===== src/rtl/edp_mul_seq.sv =====
// Sequential shift-add multiplier: one product bit per clock, WIDTH steps, held until acknowledged.
// Define EDP_MUL_SEQ_OVF_EN to add the registered overflow output.
module edp_mul_seq #(
  parameter int WIDTH = 36
) (
  input  logic                           eboxClk,
  input  logic                           eboxReset_n,
  input  logic                           start,
  input  logic                           signedMode,
  input  logic [0:WIDTH-1]               BRin,
  input  logic [0:WIDTH-1]               MQin,
  input  logic                           abort,
  input  logic                           resultAck,
  output logic                           ready,
  output logic                           busy,
  output logic                           resultValid,
  output logic [0:WIDTH-1]               MUL_AR,
  output logic [0:WIDTH-1]               MUL_MQ,
  output logic [0:$clog2(WIDTH+1)-1]     stepCount
`ifdef EDP_MUL_SEQ_OVF_EN
  ,
  output logic                           overflow
`endif
);

  localparam int CW = $clog2(WIDTH + 1);

  // One-hot encoding so ready/busy/resultValid come straight from flops.
  typedef enum logic [2:0] {
    IDLE = 3'b001,
    RUN  = 3'b010,
    DONE = 3'b100
  } state_t;

  state_t            state_q, state_d;
  logic [WIDTH-1:0]  ar_q, mq_q, br_q;
  logic [CW-1:0]     cnt_q;
  logic              sgn_q;
  logic              steps_done;
  logic              last_step;
  logic [WIDTH:0]    ar_ext, addend, sum;

  assign steps_done = (cnt_q == CW'(WIDTH));
  assign last_step  = sgn_q && (cnt_q == CW'(WIDTH - 1));

  // NOTE: sequential state uses non-blocking assignments so every flop samples pre-edge values.
  always_ff @(posedge eboxClk) begin
    if (!eboxReset_n) state_q <= IDLE;
    else              state_q <= state_d;
  end

  // NOTE: always_comb blocks assign a default first so no path leaves a signal unassigned (no latch).
  always_comb begin
    state_d = state_q;
    unique case (state_q)
      IDLE:    if (start) state_d = RUN;
      RUN: begin
        if (abort)           state_d = IDLE;
        else if (steps_done) state_d = DONE;
      end
      DONE:    if (resultAck) state_d = IDLE;
      default: state_d = IDLE;
    endcase
  end

  always_comb begin
    ready       = state_q[0];
    busy        = state_q[1];
    resultValid = state_q[2];
  end

  // The signed-mode final step subtracts: the multiplier's top bit carries weight -2^(WIDTH-1).
  always_comb begin
    ar_ext = {sgn_q & ar_q[WIDTH-1], ar_q};
    addend = mq_q[0] ? {sgn_q & br_q[WIDTH-1], br_q} : '0;
    sum    = last_step ? (ar_ext - addend) : (ar_ext + addend);
  end

  // The WIDTH+1-bit sum already holds the sign/carry, so the shift-in fill bit falls off the top.
  always_ff @(posedge eboxClk) begin
    if (!eboxReset_n) begin
      ar_q  <= '0;
      mq_q  <= '0;
      br_q  <= '0;
      cnt_q <= '0;
      sgn_q <= 1'b0;
    end else begin
      unique case (state_q)
        IDLE: begin
          if (start) begin
            ar_q  <= '0;
            mq_q  <= MQin;
            br_q  <= BRin;
            cnt_q <= '0;
            sgn_q <= signedMode;
          end
        end
        RUN: begin
          if (!abort && !steps_done) begin
            ar_q  <= sum[WIDTH:1];
            mq_q  <= {sum[0], mq_q[WIDTH-1:1]};
            cnt_q <= cnt_q + CW'(1);
          end
        end
        default: ;
      endcase
    end
  end

`ifdef EDP_MUL_SEQ_OVF_EN
  // Evaluated on the edge entering DONE, when AR/MQ already hold the final product.
  always_ff @(posedge eboxClk) begin
    if (!eboxReset_n) begin
      overflow <= 1'b0;
    end else if (state_q == IDLE && start) begin
      overflow <= 1'b0;
    end else if (state_q == RUN && !abort && steps_done) begin
      overflow <= sgn_q ? (ar_q != {WIDTH{mq_q[WIDTH-1]}}) : (ar_q != '0);
    end
  end
`endif

  assign MUL_AR    = ar_q;
  assign MUL_MQ    = mq_q;
  assign stepCount = cnt_q;

endmodule

===== config.mk =====
export PLATFORM = sky130hd
export DESIGN_NAME = edp_mul_seq
export DESIGN_NICKNAME = d
export VERILOG_FILES = /design/src/rtl/edp_mul_seq.sv
export SDC_FILE = /design/constraint.sdc
export NUM_CORES = 1
export LEC_CHECK = 0
export CELL_PAD_IN_SITES_DETAIL_PLACEMENT = 1
export CELL_PAD_IN_SITES_GLOBAL_PLACEMENT = 1
export CORE_MARGIN = 4
export CORE_UTILIZATION = 40
export DETAILED_ROUTE_END_ITERATION = 8
export GPL_ROUTABILITY_DRIVEN = 0
export GPL_TIMING_DRIVEN = 1
export PLACE_DENSITY = 0.87
export SYNTH_ARGS = -nofsm -noshare
export SYNTH_HDL_FRONTEND = slang
export SYNTH_SLANG_ARGS = --single-unit

===== constraint.sdc =====
create_clock -name eboxClk -period 7.95 [get_ports eboxClk]
set_input_delay 1.59 -clock eboxClk [delete_from_list [all_inputs] [get_ports eboxClk]]
set_output_delay 1.59 -clock eboxClk [all_outputs]
set_load 0.02 [all_outputs]

==> flow_summary.rst <==
.. list-table::
   :header-rows: 1

   * - Metric
     - Value
   * - Status
     - complete, no violations
   * - Sum of overflow across all layers after global routing
     - 0
   * - Floorplan die area
     - 21200 sq um
   * - Syn nets
     - 1072
   * - Largest net degree at the start of global routing
     - 104
   * - Proportion of register bits with asynchronous set or reset after synthesis
     - 0%
   * - Vias in the first global route
     - 7969
   * - Min-delay worst type
     - reg -> reg
   * - Synth cell count leaders
     - 199 x nand2_1, 118 x dfxtp_1, 55 x nor2_1
   * - GRT Overall Usage
     - 24.4%
   * - Crit path capture type
     - register
   * - Wire length reported by the detailed router
     - 26300 um
   * - CTS H-tree depth
     - 4
   * - CTS clock-pin slew for the worst setup and hold paths
     - 0.06 ns
   * - Number of endpoints with negative hold slack in the final report
     - 0
   * - Cell leakage power
     - 4.38 nW
   * - Post-synthesis adder-cell area fraction
     - 6.70%
   * - Post-layout util
     - 52.9%
   * - Fin. max-slew vios
     - 0
   * - Worst Tran Pin Value
     - 1.15 ns
   * - Synthesized-area fraction occupied by and/or/nand/nor cells
     - 22.8%
   * - Max IR drop VDD
     - 158 uV
   * - First-pass GRT wire length
     - 42400 um
   * - Buffers on Ports
     - 158
   * - Power Dens Cells
     - 206 nW/um^2
   * - CTS max path bufs
     - 2
   * - Vert. Die Dim
     - 146 um
   * - Number of nets still failing antenna checks after routing
     - 0
   * - Post-synth EDFFs
     - 0
   * - Core footprint
     - 18700 sq um
   * - Number of antenna violations at the first check in global routing
     - 0
   * - Via density per instance
     - 5.73
   * - Total power
     - 2.04 mW
   * - Fraction of final layout cells sized beyond drive strength 1
     - 5.66%
   * - Fillers
     - 2231
   * - Number of flip-flops and latches in the synthesized netlist
     - 118
   * - DP HPWL
     - 18400 um
   * - Dominant combinational cell family by area after synthesis
     - compound AO/OA/AOI/OAI gates
   * - Synthesized area
     - 7580 sq um
   * - Endpoint arrival time on the critical path
     - 5.46 ns
   * - Post-CTS Hold Buffers
     - 0
   * - Maxcap violations
     - 0
   * - Count of inserted antenna diode cells
     - 0
   * - Share of synthesized area occupied by flip-flops and latches
     - 31.2%
   * - Routed via count
     - 7627
   * - Fin nets
     - 1202
   * - Critical path peak fanout
     - 33
   * - PostCTS Resize Cnt
     - 0
   * - Sort of element at the start of the critical path
     - register
   * - Synthesized instance count
     - 954
   * - Setup TNS after final layout
     - 0 ns
   * - Post-synthesis area per instance
     - 7.95 sq um
   * - Initial Util
     - 40.5%
   * - Clock sink count
     - 118
   * - Most used flip-flop cell after synthesis
     - dfxtp_1
   * - Post-layout min period
     - 5.18 ns
   * - Worst clock skew on the final layout
     - 0.00827 ns
   * - Number of top-level design ports
     - 159
   * - Std cell rows
     - 50
   * - Most repeated cell in the gate-level netlist after synthesis
     - nand2_1
   * - Setup Viol. Count Final
     - 0
   * - Crit Path Category
     - reg -> reg
   * - Root cell of the clock tree
     - clkbuf_16
   * - Warning count from the yosys run
     - 0
   * - RSZ-0062 raised after global routing
     - no
   * - Wire length per cell
     - 19.7 um
   * - Number of iterations in the first detailed-routing pass
     - 5
   * - TritonCTS clock tree
     - built
   * - Leading post-synthesis cells by cell area
     - dfxtp_1 31%, nand2_1 9.9%, ha_1 6.4%
   * - Number of violations reported at the end of detailed-routing iteration 0
     - 358
   * - Clock Latency Late Sink
     - 0.43 ns
   * - Parity-gate share of the synthesized area counting xor and xnor cells
     - 5.89%
   * - Compound-gate portion of the synthesized area
     - 24.9%
   * - Unique masters post-synth
     - 71
   * - Maximum clock frequency
     - 193 MHz
   * - Final Hold Slack
     - 0.476 ns
   * - Final routed DRC violation total
     - 0
   * - Clock buffers created by TritonCTS
     - 17
   * - Cell depth of the worst hold path
     - 2
   * - Area share of the leading cell type in the synthesized netlist
     - 31.2%
   * - Cell accounting for the most synthesized area
     - dfxtp_1
   * - Path depth of the worst reg2reg path
     - 14
   * - Multiplexer fraction of the synthesized cell area
     - 4.90%
   * - Number of buffers added for setup after CTS
     - 0
   * - Critical path required time
     - 8.23 ns
   * - Slew headroom
     - 23.5%
   * - Horizontal extent of the die
     - 146 um
   * - Area growth from synthesis to final layout
     - 30.4%
   * - Share of the clock period used by the worst path after layout
     - 65.2%
==> placed cells by master, fill, tap and decap left out, types with 8 or more instances in the layout <==
master / n
clkdlybuf4s50_1: 157
ha_1: 39
a21o_1: 14
o21ai_0: 40
o211ai_1: 8
a21oi_1: 48
xor2_1: 26
o21a_1: 9
mux2i_1: 36
dfxtp_1: 118
nand3_1: 33
nand2_1: 198
o211a_1: 36
clkbuf_16: 17
inv_1: 15
a21boi_0: 43
nand4_1: 11
buf_4: 8
and2_1: 9
nor2b_1: 10
xnor2_1: 25
o21ai_1: 9
nor2_1: 55
nor3_1: 17
==> critical path: stages (launching register included) <==
cell       delay [ns]
dfxtp_1          0.36
nor3b_1          0.46
and4b_1          1.05
o21ai_1          0.48
o211ai_1         0.20
ha_1             0.34
a21o_1           0.21
a31oi_2          0.19
a21boi_2         0.10
a221o_1          0.42
a2111oi_4        0.53
o31ai_1          0.16
a21oi_1          0.25
xor2_1           0.20
o21ai_1          0.08
==> report_power, final <==
group / internal, mW / switching [mW] / leakage, nW
logic: 0.257 / 0.339 / 3.13
clock network: 0.471 / 0.308 / 0.279
registers: 0.626 / 0.0395 / 0.965
total: 1.35 / 0.687 / 4.38
==> per-layer routing <==
metal  vias to the layer above  GRT usage, %  wire length (um)
met5                         -             0                 0
met2                       218          41.8             12800
li1                       3658             -                 -
met3                        25          6.91              1640
met1                      3726          30.5             11400
met4                         0          5.32               340
==> cell families (layout without fill, tap and decap cells) <==
family                   count (synthesis)  count (layout)
AND/OR/NAND/NOR                        378             378
XOR/XNOR                                51              51
flip-flops                             118             118
buffers and inverters                   71             213
AO/OA/AOI/OAI                          259             259
multiplexers                            37              37
adder cells (fa/ha/maj)                 40              40
==> sequential cells by signal, indices dropped and copies added (netlist names) <==
name / flops
MUL_AR: 36
MUL_MQ: 36
br_q: 36
sgn_q: 1
state_q: 3
stepCount: 6
==> layout make-up <==
class,count,area [sq um],area share (%)
Inverter,16,60.1,0.607
Clock inverter,13,149,1.51
Multi-Input combinational cell,765,4950,50.1
Timing Repair Buffer,166,1640,16.5
Tap cell,234,293,2.96
Clock buffer,18,439,4.44
Sequential cell,118,2360,23.9
==> through the flow <==
stage	instances	setup WS, ns	cell area (sq um)
2_1_floorplan	954	3.46	7580
3_3_place_gp	1299	3.07	9300
3_5_place_dp	1299	2.88	9300
4_1_cts	1330	2.81	9890
5_1_grt	1330	2.41	9890
6_report	1330	2.77	9890
==> worst paths after layout <==
check,start,to,slack (ns)
min reg2reg,MUL_AR[7],MUL_AR[7],0.48
max,stepCount[2],MUL_AR[9],2.77
min,MUL_AR[7],MUL_AR[7],0.48
max reg2reg,stepCount[2],MUL_AR[9],2.77
Power figures use the tool's default switching activity.
